[config.mk]
export PLATFORM = sky130hd
export DESIGN_NAME = adder_sum_stage
export DESIGN_NICKNAME = d
export VERILOG_FILES = /design/src/rtl/adder_sum_stage_pkg.sv /design/src/rtl/adder_flag_gen.sv /design/src/rtl/adder_sum_stage.sv
export SDC_FILE = /design/constraint.sdc
export NUM_CORES = 1
export LEC_CHECK = 0
export ABC_AREA = 1
export CORE_MARGIN = 4
export CORE_UTILIZATION = 44
export DETAILED_ROUTE_END_ITERATION = 6
export GPL_ROUTABILITY_DRIVEN = 1
export HOLD_SLACK_MARGIN = 0.05
export PLACE_DENSITY = 0.76
export SLEW_MARGIN = 15
export SYNTH_ARGS = -nofsm -noshare
export SYNTH_HDL_FRONTEND = slang
export SYNTH_SLANG_ARGS = --single-unit
[constraint.sdc]
create_clock -name clk -period 1.1 [get_ports clk]
set_input_delay 0.165 -clock clk [delete_from_list [all_inputs] [get_ports clk]]
set_output_delay 0.165 -clock clk [all_outputs]
set_load 0.05 [all_outputs]
[src/rtl/adder_sum_stage_pkg.sv]
// Shared constants and payload types for the adder sum stage.
//   LEN_DATA   : MSB index of the adder datapath (datapath is LEN_DATA+1 bits)
//   ADD_TAG_W  : default width of the opaque tag carried with each operation
//   add_result_t : sum plus ALU flags produced from one resolved operand set
package adder_sum_stage_pkg;

  localparam int unsigned LEN_DATA  = 63;
  localparam int unsigned ADD_TAG_W = 4;
  localparam int unsigned DATA_W    = LEN_DATA + 1;

  typedef struct packed {
    logic [DATA_W-1:0] sum;
    logic              carry;
    logic              overflow;
    logic              zero;
    logic              neg;
  } add_result_t;

endpackage

[src/rtl/adder_flag_gen.sv]
// Combinational sum and flag generation from half-sum and group-generate.
// Ports:
//   half_sum   in  per-bit a^b
//   group_gen  in  G[i:0] for every bit i, carry-in already folded into bit 0
//   carry_in   in  adder carry-in, the carry into bit 0
//   result_c   out sum, carry-out, signed overflow, zero and negative flags
module adder_flag_gen
  import adder_sum_stage_pkg::*;
(
  input  logic [DATA_W-1:0] half_sum,
  input  logic [DATA_W-1:0] group_gen,
  input  logic              carry_in,
  output add_result_t       result_c
);

  logic [DATA_W-1:0] carries;
  logic [DATA_W-1:0] sum;

  // Carry into bit i is the group generate of bits below it.
  assign carries = {group_gen[DATA_W-2:0], carry_in};
  assign sum     = half_sum ^ carries;

  always_comb begin
    result_c          = '0;
    result_c.sum      = sum;
    result_c.carry    = group_gen[DATA_W-1];
    // Carry into the MSB differs from carry out of the MSB.
    result_c.overflow = group_gen[DATA_W-2] ^ group_gen[DATA_W-1];
    result_c.zero     = ~|sum;
    result_c.neg      = sum[DATA_W-1];
  end

endmodule

[src/rtl/adder_sum_stage.sv]
// Final pipelined stage of the parallel-prefix adder: two elastic register
// slices around the sum/flag logic, with a valid/ready handshake on each side.
// Ports:
//   clk, rst                      clock, synchronous active-high reset
//   in_valid, in_ready            upstream handshake
//   half_sum_in, generate_in      resolved prefix-tree outputs
//   carry_in, tag_in              carry into bit 0, opaque tag
//   out_valid, out_ready          downstream handshake
//   sum_out, carry_out,           registered result and flags
//   overflow_out, zero_out,
//   neg_out, tag_out
module adder_sum_stage
  import adder_sum_stage_pkg::*;
#(
  parameter int unsigned TAG_W = ADD_TAG_W
) (
  input  logic                clk,
  input  logic                rst,
  input  logic                in_valid,
  output logic                in_ready,
  input  logic [LEN_DATA:0]   half_sum_in,
  input  logic [LEN_DATA:0]   generate_in,
  input  logic                carry_in,
  input  logic [TAG_W-1:0]    tag_in,
  output logic                out_valid,
  input  logic                out_ready,
  output logic [LEN_DATA:0]   sum_out,
  output logic                carry_out,
  output logic                overflow_out,
  output logic                zero_out,
  output logic                neg_out,
  output logic [TAG_W-1:0]    tag_out
);

  // S1 slice: raw operands, no arithmetic before the register.
  logic              s1_valid;
  logic [DATA_W-1:0] s1_half_sum;
  logic [DATA_W-1:0] s1_gen;
  logic              s1_carry_in;
  logic [TAG_W-1:0]  s1_tag;

  // S2 slice: finished result, drives the outputs directly.
  logic              s2_valid;
  add_result_t       s2_res;
  logic [TAG_W-1:0]  s2_tag;

  add_result_t       res_c;
  logic              s2_free;
  logic              advance;
  logic              accept;

  adder_flag_gen u_flag_gen (
    .half_sum  (s1_half_sum),
    .group_gen (s1_gen),
    .carry_in  (s1_carry_in),
    .result_c  (res_c)
  );

  // Handshake: S2 frees when empty or being drained; S1 frees when it advances.
  assign s2_free  = !s2_valid || out_ready;
  assign advance  = s1_valid && s2_free;
  assign in_ready = !rst && (!s1_valid || s2_free);
  assign accept   = in_valid && in_ready;

  // S1 slice register.
  always_ff @(posedge clk) begin
    if (rst) begin
      s1_valid    <= 1'b0;
      s1_half_sum <= '0;
      s1_gen      <= '0;
      s1_carry_in <= 1'b0;
      s1_tag      <= '0;
    end else begin
      if (accept) begin
        s1_valid    <= 1'b1;
        s1_half_sum <= half_sum_in;
        s1_gen      <= generate_in;
        s1_carry_in <= carry_in;
        s1_tag      <= tag_in;
      end else if (advance) begin
        s1_valid    <= 1'b0;
      end
    end
  end

  // S2 slice register; data holds while stalled or empty.
  always_ff @(posedge clk) begin
    if (rst) begin
      s2_valid <= 1'b0;
      s2_res   <= '0;
      s2_tag   <= '0;
    end else begin
      if (advance) begin
        s2_valid <= 1'b1;
        s2_res   <= res_c;
        s2_tag   <= s1_tag;
      end else if (out_ready) begin
        s2_valid <= 1'b0;
      end
    end
  end

  assign out_valid    = s2_valid;
  assign sum_out      = s2_res.sum;
  assign carry_out    = s2_res.carry;
  assign overflow_out = s2_res.overflow;
  assign zero_out     = s2_res.zero;
  assign neg_out      = s2_res.neg;
  assign tag_out      = s2_tag;

endmodule

==> results.txt <==
- Status: finished, violations left
* Violations in the final reports: negative setup slack
- Via count normalized by instance count: 5.25
- Across the VDD grid, the largest voltage drop is between 1000 and 1500 uV.
* TritonRoute pass-1 iters: 7
- Reg2Reg Setup Slack: -410 ps
- During placement, the flow inserted port buffers numbering between 200 and 250.
- For this run, asynchronously set or reset flops after synthesis account for 0%.
* Worst hold slack: approximately 150 ps
- Post-route DRC: 0
- Count of flip-flops with a built-in enable after synthesis: 0
- The detail route stage leaves a number of antenna-violating nets equal to 0.
- Area taken by multi-input logic gates: between 4000 and 5000 um2
- No sink is reached through more buffers than the 3 on the longest clock path.
- Maximum cell stage delay along the critical path: around 350 ps
- Placed Instances: roughly 1600
- For the pin with the worst max-slew slack, the measured transition is 374 ps.
* Data arrival time at the worst-slack endpoint: 1910 ps
* Startpoint type of the worst setup path: flop
- Largest driver fanout on the critical path: 16
* CP top delay family: buffers and inverters
- Standard-cell row count: 49
* Fin cells: around 1600
- Die X-Extent: 145 um
- A synthesized cell averages 8.12 um2.
* Ant diodes: 0
- Worst Setup Path Type: reg2reg
- Setup repair after global routing could not meet its margin everywhere.
* Share of the yosys chip area belonging to registers: about half
- Final weighted congestion of routability-driven global placement: 0.815
* I/O pin cnt: ~210
- The slowest stage of the critical path is the sky130_fd_sc_hd__dfxtp_4 cell.
- The layout has a little under 1000 filler cells.
- Final hold violations: 0
- After clock tree synthesis, the clock-pin slew on the worst setup and hold paths is around 60 ps.
* Pin count of the biggest net entering global routing: 59
* F_max: between 600 and 700 MHz
* Average detailed-routed wire length per instance: approximately 18 um
- Post-synthesis to final-layout area growth: 81.2%
- Critical path buffer and inverter count: 4
* Initial antenna violation count: 0
- The number of clock buffers added by TritonCTS is 22.
- Vias: around 8500
- Core region area: roughly 18000 um2
- Measured on the finished design, the core utilization comes to a little over 80%.
- Number of synthesized register bits: between 200 and 250
* Detailed-routing wirelength on met1: ~11 mm
* Number of different library cells in the post-synthesis netlist: 23
- Sequential cell area in the final layout: between 4000 and 5000 um2
- Met2 wire len: ~15 mm
* Worst path required time: around 1500 ps
- After synthesis, the largest area contributor takes up roughly 50% of total cell area.
- Source-to-sink clock delay at the later pin of the worst-skew pair: about 500 ps
- CTS placed an instance of sky130_fd_sc_hd__clkbuf_16 at the clock tree root.
- In the finished design, the share of the clock period the worst path needs comes to 138%.
* Area of the mapped netlist: roughly 8000 um2
* Die area: between 20000 and 25000 um2
* Total global routing track utilization: approximately a quarter
- Cells with a size suffix above 1 make up 37.2% of the layout.
* Slew headroom: 75.0%
- Die outline height: about 140 um
- Final setup margin: -415 ps
- Cell types with the largest area share after synthesis: sky130_fd_sc_hd__dfxtp_1 50%, sky130_fd_sc_hd__nand2_1 15%, sky130_fd_sc_hd__o21ai_0 7.4%
* Wire length of the first global-routing pass: 41.6 mm
- Most numerous cell types in the synthesized netlist: 327 x sky130_fd_sc_hd__nand2_1, 206 x sky130_fd_sc_hd__dfxtp_1, 122 x sky130_fd_sc_hd__o21ai_0
- Wires add up to 29.9 mm.
* Pins Over Slew Limit: 0
* Met3 wirelength from detailed routing: approximately 1.8 mm
- Global routing finished with a remaining overflow of 0.
* Clock Sinks: between 200 and 250
- Worst min path class: in2reg
* Count of nets after finishing: approximately 1500
* Number of max-capacitance violations reported: 0
- Walking the worst path, the cells encountered are nand2_4 > nor2_4 > inv_2 > nand2_4 > buf_6 > nor2_8 > buf_12 > buf_6 > nand2_1 > o31ai_2.
* Post-Synthesis Net Count: between 1000 and 1500
* Number of failing setup endpoints in the final timing report: about 280
* Predominant post-synthesis flop cell: sky130_fd_sc_hd__dfxtp_1
- Most numerous cell in the Yosys netlist: sky130_fd_sc_hd__nand2_1
- Initial Util: between 40 and 50%
- Biggest area consumer among synthesized cells: sky130_fd_sc_hd__dfxtp_1
* Total number of H-tree levels: 1
* Leakage power total: 5.90 nW
- The routed design could run at a clock period as short as between 1500 and 2000 ps.
- First DRT Iteration DRCs: around 380
* Final HPWL from detailed placement: between 15 and 20 mm
- Worst clock skew: just over 8 ps
* Power per Cell Area: 1420 nW/um2
* Critical path capture point type: flop
* Total number of yosys warnings: 0
- Via count of the first global-routing pass: 8425
* Highest metal layer used by the detailed router: met4
- Synthesis handed over a netlist of ~1000 instances.
- CTS tree: yes
==> cells by family after synthesis <==
group | synth area share (%)
buffers and inverters | 7.12
AOI/OAI and AO/OA | 21.1
DFF | 50.1
and+or+nand+nor | 17.5
xor gates and xnor gates | 4.15
==> repair_timing <==
item	4_1_cts	5_1_grt
buffers inserted	8	7
pin swaps	2	5
gates resized for setup	112	186
setup endpoints to repair	275	278
gates cloned	10	14
hold buffers	0	0
==> worst paths after layout <==
path                                              from                      endpoint  cells after the start
worst max-delay path            out_valid$_SDFFE_PP0P_  s1_half_sum[34]$_SDFFE_PP0P_                     10
worst min-delay path                               rst      sum_out[54]$_SDFFE_PP0P_                      5
worst min register to register  s1_tag[0]$_SDFFE_PP0P_        s1_tag[0]$_SDFFE_PP0P_                      2
worst max register to register  out_valid$_SDFFE_PP0P_  s1_half_sum[34]$_SDFFE_PP0P_                     10
==> metal layers <==
layer	GRT usage (%)	vias up
met5	0	-
met4	9.18	0
met3	4.57	106
met2	44.3	354
met1	29.7	4015
li1	-	4059
==> placed cells by master (no fill, tap or decap), drive strengths merged, types with 4 or more instances in the layout <==
cell	n
a31oi	25
clkinv	4
o31ai	52
clkbuf	41
clkdlybuf4s50	135
o21ai	149
buf	266
nor2	43
dfxtp	206
xnor2	37
a21oi	42
nand2	330
inv	59
==> area by class of cell <==
| type | count | area share (%) |
|---|---|---|
| Timing Repair inverter | 1 | 0.202 |
| Sequential cell | 206 | 27.8 |
| Clock buffer | 29 | 4.21 |
| Inverter | 59 | 1.61 |
| Timing Repair Buffer | 413 | 34.2 |
| Multi-Input combinational cell | 682 | 29.7 |
| Clock inverter | 6 | 0.403 |
| Tap cell | 229 | 1.92 |
==> power by group <==
| part | internal, W | total, W | switching (W) |
|---|---|---|---|
| Combinational | 0.00284 | 0.00550 | 0.00266 |
| Clock | 0.00422 | 0.00719 | 0.00297 |
| Sequential | 0.00802 | 0.00853 | 0.000515 |
| Total | 0.0151 | 0.0212 | 0.00614 |
==> through the flow <==
step	cell area (um2)	TNS (ps)	power, W	worst slack [ps]
after floorplan	8310	-28660	0.0106	-193
after global placement	12500	-94720	0.0129	-555
after detailed placement	12500	-97540	0.0130	-563
after CTS	13800	-59060	0.0206	-347
after global routing	14900	-80590	0.0220	-454
final	14900	-66370	0.0212	-415
==> tightest hold or removal path, stage by stage <==
cell and delay (ps):
sky130_fd_sc_hd__buf_2 110, sky130_fd_sc_hd__inv_4 60, sky130_fd_sc_hd__buf_4 180, sky130_fd_sc_hd__o21ai_2 60, sky130_fd_sc_hd__a21oi_1 30
==> flip-flops by register name, indices dropped and copies added, names as in the netlist <==
register / count
carry_out: 1
tag_out: 4
s1_tag: 4
overflow_out: 1
s1_carry_in: 1
zero_out: 1
sum_out: 64
s1_half_sum: 64
out_valid: 1
s1_valid: 1
s1_gen: 64
(Power assumes the default switching activity.)
